## src/rtl/phase_cmd_pkg.sv

```systemverilog
// Shared constants for the phase command controller: opcodes, FSM encoding
// and the 3-byte frame field layout.
package phase_cmd_pkg;

   typedef enum logic [1:0] {
      OP_SET    = 2'b00,
      OP_COMMIT = 2'b01,
      OP_READ   = 2'b10,
      OP_PING   = 2'b11
   } op_e;

   typedef enum logic [2:0] {
      IDLE   = 3'd0,
      GET_HI = 3'd1,
      GET_LO = 3'd2,
      EXEC   = 3'd3,
      RESP   = 3'd4
   } state_e;

   localparam logic [7:0] ERR_BYTE  = 8'hFF;
   localparam int         START_BIT = 7;
   localparam int         DATA_W    = 14;
   localparam int         HALF_W    = DATA_W / 2;

endpackage

```

## src/rtl/cmd_tx_seq.sv

```systemverilog
// Response byte sequencer: holds up to 3 bytes and replays them over a
// valid/ready handshake, flagging the FSM when the last byte is taken.
module cmd_tx_seq (
   input  logic            clk,
   input  logic            rst,
   input  logic            load,
   input  logic [2:0][7:0] load_bytes,
   input  logic [1:0]      load_count,
   input  logic            tx_ready,
   output logic [7:0]      tx_data,
   output logic            tx_valid,
   output logic            done
);

   logic [1:0][7:0] pend;
   logic [1:0]      remaining;

   assign done = tx_valid && tx_ready && (remaining == 2'd1);

   // NOTE: sequential state uses non-blocking assignments so every flop
   // samples the pre-edge values regardless of statement order.
   always_ff @(posedge clk or negedge rst) begin
      if (!rst) begin
         tx_data   <= 8'h00;
         tx_valid  <= 1'b0;
         pend      <= '0;
         remaining <= 2'd0;
      end else if (load) begin
         tx_data   <= load_bytes[0];
         pend      <= {load_bytes[2], load_bytes[1]};
         remaining <= load_count;
         tx_valid  <= 1'b1;
      end else if (tx_valid && tx_ready) begin
         if (remaining > 2'd1) begin
            tx_data   <= pend[0];
            pend      <= {8'h00, pend[1]};
            remaining <= remaining - 2'd1;
         end else begin
            tx_valid  <= 1'b0;
            remaining <= 2'd0;
         end
      end
   end

endmodule

```

## src/rtl/phase_cmd_ctrl.sv

```systemverilog
// Host command parser for the clock bank: stages/commits phase offsets and
// answers over UART. Optional inter-byte timeout: define PHASE_CMD_TIMEOUT_EN.
module phase_cmd_ctrl
   import phase_cmd_pkg::*;
#(
   parameter int unsigned OUTPUTS        = 16,
   parameter int unsigned CLOCK_WIDTH    = 10,
   parameter int unsigned DEFAULT_STEP   = 10,
   parameter int unsigned TIMEOUT_CYCLES = 5000000
) (
   input  logic                           clk,
   input  logic                           rst,
   input  logic [7:0]                     rx_data,
   input  logic                           rx_valid,
   output logic                           rx_ready,
   output logic [7:0]                     tx_data,
   output logic                           tx_valid,
   input  logic                           tx_ready,
   output logic [OUTPUTS*CLOCK_WIDTH-1:0] offsets,
   output logic                           reload
);

   localparam int CH_W = (OUTPUTS > 1) ? $clog2(OUTPUTS) : 1;

   state_e                 state, state_nxt;
   logic [7:0]             byte0;
   logic [HALF_W-1:0]      d_hi;
   logic [CLOCK_WIDTH-1:0] set_val;
   logic                   rx_fire;
   logic                   timeout;

   logic [CLOCK_WIDTH-1:0] staged [OUTPUTS];
   logic [CLOCK_WIDTH-1:0] active [OUTPUTS];

   op_e                    op;
   logic [4:0]             ch;
   logic [CH_W-1:0]        ch_idx;
   logic                   ch_ok;
   logic [DATA_W-1:0]      rd_val;
   logic [2:0][7:0]        resp_bytes;
   logic [1:0]             resp_count;
   logic                   tx_done;

   assign rx_fire = rx_valid && rx_ready;
   assign op      = op_e'(byte0[6:5]);
   assign ch      = byte0[4:0];
   assign ch_idx  = ch[CH_W-1:0];
   assign ch_ok   = 32'(ch) < OUTPUTS;

`ifdef PHASE_CMD_TIMEOUT_EN
   localparam int TMO_W = $clog2(TIMEOUT_CYCLES + 1);
   logic [TMO_W-1:0] tmo_cnt;

   always_ff @(posedge clk or negedge rst) begin
      if (!rst)
         tmo_cnt <= '0;
      else if (rx_fire || !(state inside {GET_HI, GET_LO}))
         tmo_cnt <= '0;
      else
         tmo_cnt <= tmo_cnt + TMO_W'(1);
   end

   assign timeout = (state inside {GET_HI, GET_LO}) && !rx_fire &&
                    (tmo_cnt == TMO_W'(TIMEOUT_CYCLES - 1));
`else
   // Without the counter a partial frame waits forever; the parameter stays
   // in the list so both builds share one instantiation.
   assign timeout = 1'b0 && (TIMEOUT_CYCLES != 0);
`endif

   // NOTE: every always_comb output gets a default first so no path leaves
   // a value unassigned and infers a latch.
   always_comb begin
      state_nxt = state;
      unique case (state)
         IDLE:   if (rx_fire && rx_data[START_BIT]) state_nxt = GET_HI;
         GET_HI: if (rx_fire)      state_nxt = rx_data[START_BIT] ? GET_HI : GET_LO;
                 else if (timeout) state_nxt = IDLE;
         GET_LO: if (rx_fire)      state_nxt = rx_data[START_BIT] ? GET_HI : EXEC;
                 else if (timeout) state_nxt = IDLE;
         EXEC:   state_nxt = RESP;
         RESP:   if (tx_done) state_nxt = IDLE;
         default: state_nxt = IDLE;
      endcase
   end

   // rx_ready is registered from the next state so it stays low through reset
   // and rises on the first edge after release.
   always_ff @(posedge clk or negedge rst) begin
      if (!rst) begin
         state    <= IDLE;
         rx_ready <= 1'b0;
         reload   <= 1'b0;
      end else begin
         state    <= state_nxt;
         rx_ready <= state_nxt inside {IDLE, GET_HI, GET_LO};
         reload   <= !(state == EXEC && op == OP_COMMIT);
      end
   end

   always_ff @(posedge clk or negedge rst) begin
      if (!rst) begin
         byte0   <= 8'h00;
         d_hi    <= '0;
         set_val <= '0;
      end else if (rx_fire) begin
         if (rx_data[START_BIT])
            byte0 <= rx_data;
         else if (state == GET_HI)
            d_hi <= rx_data[HALF_W-1:0];
         else if (state == GET_LO)
            set_val <= CLOCK_WIDTH'({d_hi, rx_data[HALF_W-1:0]});
      end
   end

   // NOTE: the offset banks are reset on purpose: the bank must restart from
   // the default phase pattern, so every entry needs a known value.
   always_ff @(posedge clk or negedge rst) begin
      if (!rst) begin
         for (int i = 0; i < int'(OUTPUTS); i++) begin
            staged[i] <= CLOCK_WIDTH'(i * int'(DEFAULT_STEP));
            active[i] <= CLOCK_WIDTH'(i * int'(DEFAULT_STEP));
         end
      end else if (state == EXEC) begin
         if (op == OP_SET && ch_ok)
            staged[ch_idx] <= set_val;
         if (op == OP_COMMIT)
            active <= staged;
      end
   end

   always_comb begin
      rd_val = '0;
      if (ch_ok)
         rd_val = DATA_W'(active[ch_idx]);
   end

   always_comb begin
      resp_bytes = {8'h00, 8'h00, byte0};
      resp_count = 2'd1;
      if ((op == OP_SET || op == OP_READ) && !ch_ok) begin
         resp_bytes[0] = ERR_BYTE;
      end else if (op == OP_READ) begin
         resp_bytes[1] = {1'b0, rd_val[DATA_W-1:HALF_W]};
         resp_bytes[2] = {1'b0, rd_val[HALF_W-1:0]};
         resp_count    = 2'd3;
      end
   end

   cmd_tx_seq u_tx_seq (
      .clk        (clk),
      .rst        (rst),
      .load       (state == EXEC),
      .load_bytes (resp_bytes),
      .load_count (resp_count),
      .tx_ready   (tx_ready),
      .tx_data    (tx_data),
      .tx_valid   (tx_valid),
      .done       (tx_done)
   );

   for (genvar j = 0; j < int'(OUTPUTS); j++) begin : g_offsets
      assign offsets[j*CLOCK_WIDTH +: CLOCK_WIDTH] = active[j];
   end

endmodule
```

## config.mk

```make
export PLATFORM = sky130hd
export DESIGN_NAME = phase_cmd_ctrl
export DESIGN_NICKNAME = d
export VERILOG_FILES = /design/src/rtl/phase_cmd_pkg.sv /design/src/rtl/cmd_tx_seq.sv /design/src/rtl/phase_cmd_ctrl.sv
export SDC_FILE = /design/constraint.sdc
export NUM_CORES = 1
export LEC_CHECK = 0
export BUFFER_PORTS_ARGS = -buffer_cell sky130_fd_sc_hd__buf_2
export CORE_ASPECT_RATIO = 1.75
export CORE_MARGIN = 10
export CORE_UTILIZATION = 45
export DETAILED_ROUTE_END_ITERATION = 7
export HOLD_SLACK_MARGIN = 0.05
export RECOVER_POWER = 50
export SYNTH_ARGS = -nofsm -noshare
export SYNTH_HDL_FRONTEND = slang
export SYNTH_SLANG_ARGS = --single-unit
```

## constraint.sdc

```tcl
create_clock -name clk -period 3.4 [get_ports clk]
set_input_delay 0.68 -clock clk [delete_from_list [all_inputs] [get_ports clk]]
set_output_delay 0.68 -clock clk [all_outputs]
set_load 0.02 [all_outputs]
```

==> results of run 1 <==
-- sequential cells by signal, summed over array words and instances (netlist names) --
signal and flops:
rx_ready 1, u_tx_seq.remaining 2, staged 160, offsets 160, state 3, reload 1
byte0 8, d_hi 3, set_val 10, u_tx_seq.tx_data 8, u_tx_seq.tx_valid 1, u_tx_seq.pend 14
-- cell usage after synthesis (2+ instances only) --
master,count
nand2_2,9
o211ai_1,2
nor3_2,4
and3_1,3
a22oi_1,24
nor2b_1,5
nand2b_1,3
nand3b_1,2
nand3_1,2
mux2_2,181
mux4_2,24
buf_4,5
nor2_1,11
a21oi_1,8
buf_1,4
mux2i_1,34
nor4_4,3
dfrtp_1,277
a32oi_1,7
clkbuf_1,34
nand2_1,519
buf_2,31
inv_1,2
nor3_1,8
a31oi_1,9
a2bb2oi_1,2
dfstp_2,94
o21ai_0,4
nand3_2,4
-- per-layer routing --
layer	wire, um	share of wire, %
met3	2121	4.6
met4	2071	4.4
met1	17690	38
met2	24680	53
met5	0	0
-- power breakdown --
group	switching, W	internal, W
clock network	0.00167	0.00223
logic	0.000835	0.000542
registers	0.000837	0.00474
-- metrics by stage --
step                      cell area, sq um  hold WS [ns]
after global placement               16860        0.4352
after floorplan                      15490        0.3844
after CTS                            17970        0.1208
after detailed placement             16860        0.4411
final                                17880        0.4421
after global routing                 17880        0.4613
-- worst min-delay path: stages (launching register included) --
cell	delay [ns]
dfstp_2	0.36
nand2_1	0.04
nand2_1	0.04
-- kinds of logic after synthesis --
logic type,after synthesis,synth area share [%]
flip-flops,371,60.68
multiplexers,240,18.91
AND/OR/NAND/NOR,582,15.50
buffers and inverters,77,2.237
AO/OA/AOI/OAI,59,2.673
-- final timing paths --
kind | end | slack (ns)
setup / recovery | u_tx_seq.pend[13] | 0.61
hold / removal | offsets[147] | 0.44
setup reg to reg | u_tx_seq.pend[13] | 0.61
hold reg to reg | offsets[147] | 0.44
max in group asynchronous | byte0[2] | 1.15
min in group asynchronous | staged[28] | 0.65
-- final cells by class --
| class | instances | area (sq um) | area share (%) |
|---|---|---|---|
| clock buffer | 55 | 1021 | 5.709 |
| clock inverter | 7 | 95.09 | 0.5318 |
| inverter | 3 | 13.76 | 0.07697 |
| multi-input combinational | 881 | 5758 | 32.20 |
| sequential | 371 | 9403 | 52.58 |
| tap | 455 | 569.3 | 3.184 |
| timing repair buffer | 199 | 1022 | 5.716 |
==> impl_results.md, run 1 <==
- Status: complete, but fails checks
- Failing checks: max-capacitance violations, max-slew violations
- Critical path required time: around 3.8 ns
- Initial Utilization: 45.77%
- HP Start: staged[17]
- DR vias: 10,660
- Post-CTS setup buffers: 0
- GRT Max-Usage Layer: met2
- Ranking of synthesized cells by area: dfrtp_1 45%, dfstp_2 16%, mux2_2 13%, nand2_1 13%, mux4_2 3.5%
- Share of the synthesized area in the top cell type: between 40 and 50%
- Total wire length: between 40,000 and 50,000 um
- Peak supply drop: 0.4161 mV
- DRC: 0
- Fin crit share: 81.92%
- Clock skew: 0.02051 ns
- Routability cong.: about 0.9
- Grt met2 use: about two fifths
- Nets: roughly 1,500
- Synth Register Bits: 371
- Reg clk slew, reported paths: approximately 0.070 ns
- Max Slew Vio Count: 61
- FILL cells: 3,095
- Hold Path Depth: 2
- H-Tree Depth: 2
- Setup_tns: 0 ns
- Global-route wire length before repair: 71,280 um
- Clock tree buffer depth: 3
- Clk Tree Root Cell: clkbuf_16
- Die Width: ~160 um
- Worst setup SP type: flop
- Final core utilization: 52.82%
- Pleak: 9.186 nW
- RSZ-0062 raised after global routing: false
- PortBufs: around 180
- RR Startpoint: byte0[0]
- Crit path depth: 5
- Sequence of cells on the critical path: buf_4 > mux2i_1 > a22oi_1 > a32oi_1 > nand2_1
- P per Cell Area: 606.6 nW/um^2
- Antenna cells: 0
- Placed cells: 1,909
- Yosys warns: 0
- Cell area after synthesis: ~15,000 sq um
- EDFF count, synth: 0
- Congestion Overflow GR: 0
- Total power: 0.01085 W
- Clock Latency Late Sink: around 0.53 ns
- Primary FF master, synth: dfrtp_1
- Worst Path Max Fanout: 45
- Max-slew headroom: -21.03%
- Hold Crit Class: flop to flop
- Reg2reg path depth: 5
- Die area: 42,550 sq um
- Avg Cell Area, Syn: 11.66 sq um
- Post-Layout Cell Count: approximately 2,000
- DR WL/cell: 23.62 um
- Pre-CTS setup slack: 0.9369 ns
- CTS Hold Buffers Added: 0
- Die H: approximately 270 um
- Setup CP Type: flop to flop
- Mapped Cells: approximately 1,300
- P&R area growth vs syn: 15.41%
- Final Critical Period: 2.785 ns
- Synth area leader: dfrtp_1
- Most frequent cells in the layout: 519 x nand2_1, 276 x dfrtp_1, 180 x mux2_2
- Final setup viols: 0
- Layout cells sized above 1: 33.91%
- Worst Setup End Kind: flop
- GRT Total Usage: 21.75%
- Crit-path max cell delay: 1.33 ns
- Vias in the first global route: roughly 11,000
- Max Cap Viol: 1
- Core Area: 33,850 sq um
- Antenna violations before repair: 0
- Peak Freq: between 300 and 400 MHz
- Final hold vios: 0
- Worst-margin pin slew: 1.815 ns
- Synth async-reset ratio: 100.0%
- Syn_nets: 1,341
- Sequential fraction of the synthesis area: 60.68%
- CTS Sinks: 371
- Antenna-violating nets left: 0
- Iteration-0 DRC Markers: 619
- Num rows: 89
- Met3 Usage GRT: 3.310%
- Met1 Use GR: about a quarter
- Worst Path Buf+Inv: 1
- Detailed Routing Iterations Pass 1: 7
- Dpl hpwl: 31,650 um
- Crit. Startpoint: byte0[0]
- Setup ws final: 0.6146 ns
- CTS tree: done
- Commonest non-fill, non-tap cell in the layout: nand2_1
- # IOs: 183
- Synth cell types: 43
- CP max-delay cell: dfrtp_2
- Post-CTS sizing: 0
- Via density: 5.406
- Largest net degree at the start of global routing: about 160
- TritonCTS buffer count: 35
- Top Family by Delay on Critical Path: flip-flops
- Worst EP arrival: 3.19 ns
Note: power is estimated with default switching activity, not from simulation.
==> run 2, diff against run 1 <==
==> constraint.sdc (replaced) <==
create_clock -name clk -period 2.9 [get_ports clk]
set_input_delay 0.58 -clock clk [delete_from_list [all_inputs] [get_ports clk]]
set_output_delay 0.58 -clock clk [all_outputs]
set_load 0.02 [all_outputs]
==> run 2 against run 1 <==
The run still ends with max-capacitance violations, max-slew violations left. Non-clock buffer count is 10 higher. Clock skew is 0.013 ns lower. Clock power increased by 24%. Critical path depth rose by 1.
==> impl_results.md, run 2 (synthesis gave the netlist of run 1 again) <==
- Sw Pwr: 0.003916 W (was 0.003343 W)
- Setup CP Type: flop to flop (unchanged)
- Fin crit share: 86.82% (was 81.92%)
- Congestion Overflow GR: 0 (unchanged)
- Clk Tree Root Cell: clkbuf_16 (unchanged)
- Global-route wire length before repair: 69,860 um (was 71,280 um)
- Hold Crit Class: primary input to flop (was flop to flop)
- Setup_tns: 0 ns (unchanged)
- Sw Share: 30.15% (was 30.82%)
- CTS tree: done (unchanged)
- Nets: 1,513 (was 1,503)
- Peak Freq: 397.2 MHz (was 359.0 MHz)
- Final Critical Period: 2.518 ns (was 2.785 ns)
- CTS Hold Buffers Added: 1 (was 0)
- Antenna-violating nets left: 0 (unchanged)
- Clock skew: 0.007203 ns (was 0.02051 ns)
- Failing checks: max-capacitance violations, max-slew violations (unchanged)
- Clock tree buffer depth: 3 (unchanged)
- DRC: 0 (unchanged)
- Die H: 265.5 um (unchanged)
- FILL cells: 3,109 (was 3,095)
- Worst EP arrival: 2.93 ns (was 3.19 ns)
- Num rows: 89 (unchanged)
- Commonest non-fill, non-tap cell in the layout: nand2_1 (unchanged)
- DR WL/cell: 23.06 um (was 23.62 um)
- Initial Utilization: 45.77% (unchanged)
- Iteration-0 DRC Markers: 643 (was 619)
- Pleak: 9.251 nW (was 9.186 nW)
- Status: complete, but fails checks (unchanged)
- Final hold vios: 0 (unchanged)
- Antenna cells: 0 (unchanged)
- Total power: 0.01299 W (was 0.01085 W)
- Peak supply drop: 0.4158 mV (was 0.4161 mV)
- Clock network fraction of total power: 37.2% (was 35.9%)
- Detailed Routing Iterations Pass 1: 5 (was 7)
- Pint: 0.009071 W (was 0.007504 W)
- Placed Area: 16,930 sq um (was 16,860 sq um)
- Critical path required time: 3.31 ns (was 3.80 ns)
- Via density: 5.331 (was 5.406)
- Routability cong.: 0.8384 (was 0.8817)
- Layout cells sized above 1: 34.05% (was 33.91%)
- Reg clk slew, reported paths: 0.07 ns (about the same)
- Largest net degree at the start of global routing: 162 (was 161)
- Vias in the first global route: 11,050 (was 11,230)
- DR vias: 10,570 (was 10,660)
- Worst-margin pin slew: 1.844 ns (was 1.815 ns)
- Max Cap Viol: 1 (unchanged)
- Max-slew headroom: -22.93% (was -21.03%)
- Post-CTS setup buffers: 0 (unchanged)
- Worst Setup End Kind: flop (unchanged)
- Core Area: 33,850 sq um (unchanged)
- Antenna violations before repair: 1 (was 0)
- Post-CTS sizing: 0 (unchanged)
- TritonCTS buffer count: 35 (unchanged)
- Worst setup SP type: flop (unchanged)
- Fin area: 18,030 sq um (was 17,880 sq um)
- CTS Sinks: 371 (unchanged)
- Dpl hpwl: 31,350 um (was 31,650 um)
- Worst Path Max Fanout: 11 (was 45)
- P per Cell Area: 720.3 nW/um^2 (was 606.6 nW/um^2)
- GRT Total Usage: 21.26% (was 21.75%)
- PortBufs: 182 (unchanged)
- Max Slew Vio Count: 66 (was 61)
- Total wire length: 45,710 um (was 46,560 um)
- Most frequent cells in the layout: 519 x nand2_1, 276 x dfrtp_1, 181 x mux2_2 (was 519 x nand2_1, 276 x dfrtp_1, 180 x mux2_2)
- Sequential share of power: 49.8% (was 51.4%)
- Final setup viols: 0 (unchanged)
- H-Tree Depth: 2 (unchanged)
- Die area: 42,550 sq um (unchanged)
- RSZ-0062 raised after global routing: false (unchanged)
- Die Width: 160.3 um (unchanged)
- # IOs: 183 (unchanged)
- Final hold slack: 0.3206 ns (was 0.4421 ns)
- Clock Latency Late Sink: 0.53 ns (about the same)
- Power share of the combinational group: 13.1% (was 12.7%)
- P&R area growth vs syn: 16.36% (was 15.41%)
==> run 2: area by class of cell <==
| class | count | area [sq um] | area share [%] |
|---|---|---|---|
| Tap cell | 455 | 569.3 | 3.158 |
| Clock buffer | 56 | 1057 | 5.864 |
| Multi-Input combinational cell | 881 | 5758 | 31.94 |
| Clock inverter | 7 | 137.6 | 0.7634 |
| Sequential cell | 371 | 9405 | 52.17 |
| Inverter | 3 | 13.76 | 0.07634 |
| Timing Repair Buffer | 209 | 1089 | 6.037 |
==> run 2: path summary, 6_finish.rpt <==
path | to | from | cells past startpoint | slack (ns)
hold reg to reg | offsets[45] | staged[115] | 2 | 0.45
setup / recovery | set_val[9] | rx_ready | 6 | 0.38
min in group asynchronous | offsets[133] | rst | 2 | 1.06
hold / removal | u_tx_seq.remaining[0] | tx_ready | 3 | 0.32
setup reg to reg | set_val[9] | rx_ready | 6 | 0.38
max in group asynchronous | offsets[13] | rst | 3 | 0.54
==> run 2: metal layers <==
metal / GRT usage, % / share of wire (%)
met1: 24.47 / 39
met3: 3.696 / 4.4
met4: 8.939 / 3.9
met2: 38.10 / 53
met5: 0 / 0.028
==> run 2: stage by stage <==
stage	cells	util (%)	setup WS [ns]
2_1_floorplan	1329	-	0.9281
3_3_place_gp	1918	50.00	0.6295
3_5_place_dp	1918	50.00	0.5833
4_1_cts	1982	53.56	0.5614
5_1_grt	1982	53.26	0.2004
6_report	1982	53.26	0.3823
==> run 2: critical path, stage by stage (launching register included) <==
cell      delay [ns]
dfrtp_1         0.40
nand3_1         0.09
clkbuf_1        0.47
nand3b_1        0.22
nor4_2          0.25
clkbuf_1        0.55
mux2_2          0.41
==> run 2: power by group through the flow <==
stage | Clock, W | Sequential [W] | Combinational, W
2_1_floorplan | 0 | 0.00598 | 0.00128
3_3_place_gp | 0 | 0.00653 | 0.00170
3_5_place_dp | 0 | 0.00655 | 0.00173
4_1_cts | 0.00492 | 0.00646 | 0.00174
5_1_grt | 0.00511 | 0.00652 | 0.00184
6_report | 0.00483 | 0.00646 | 0.00170
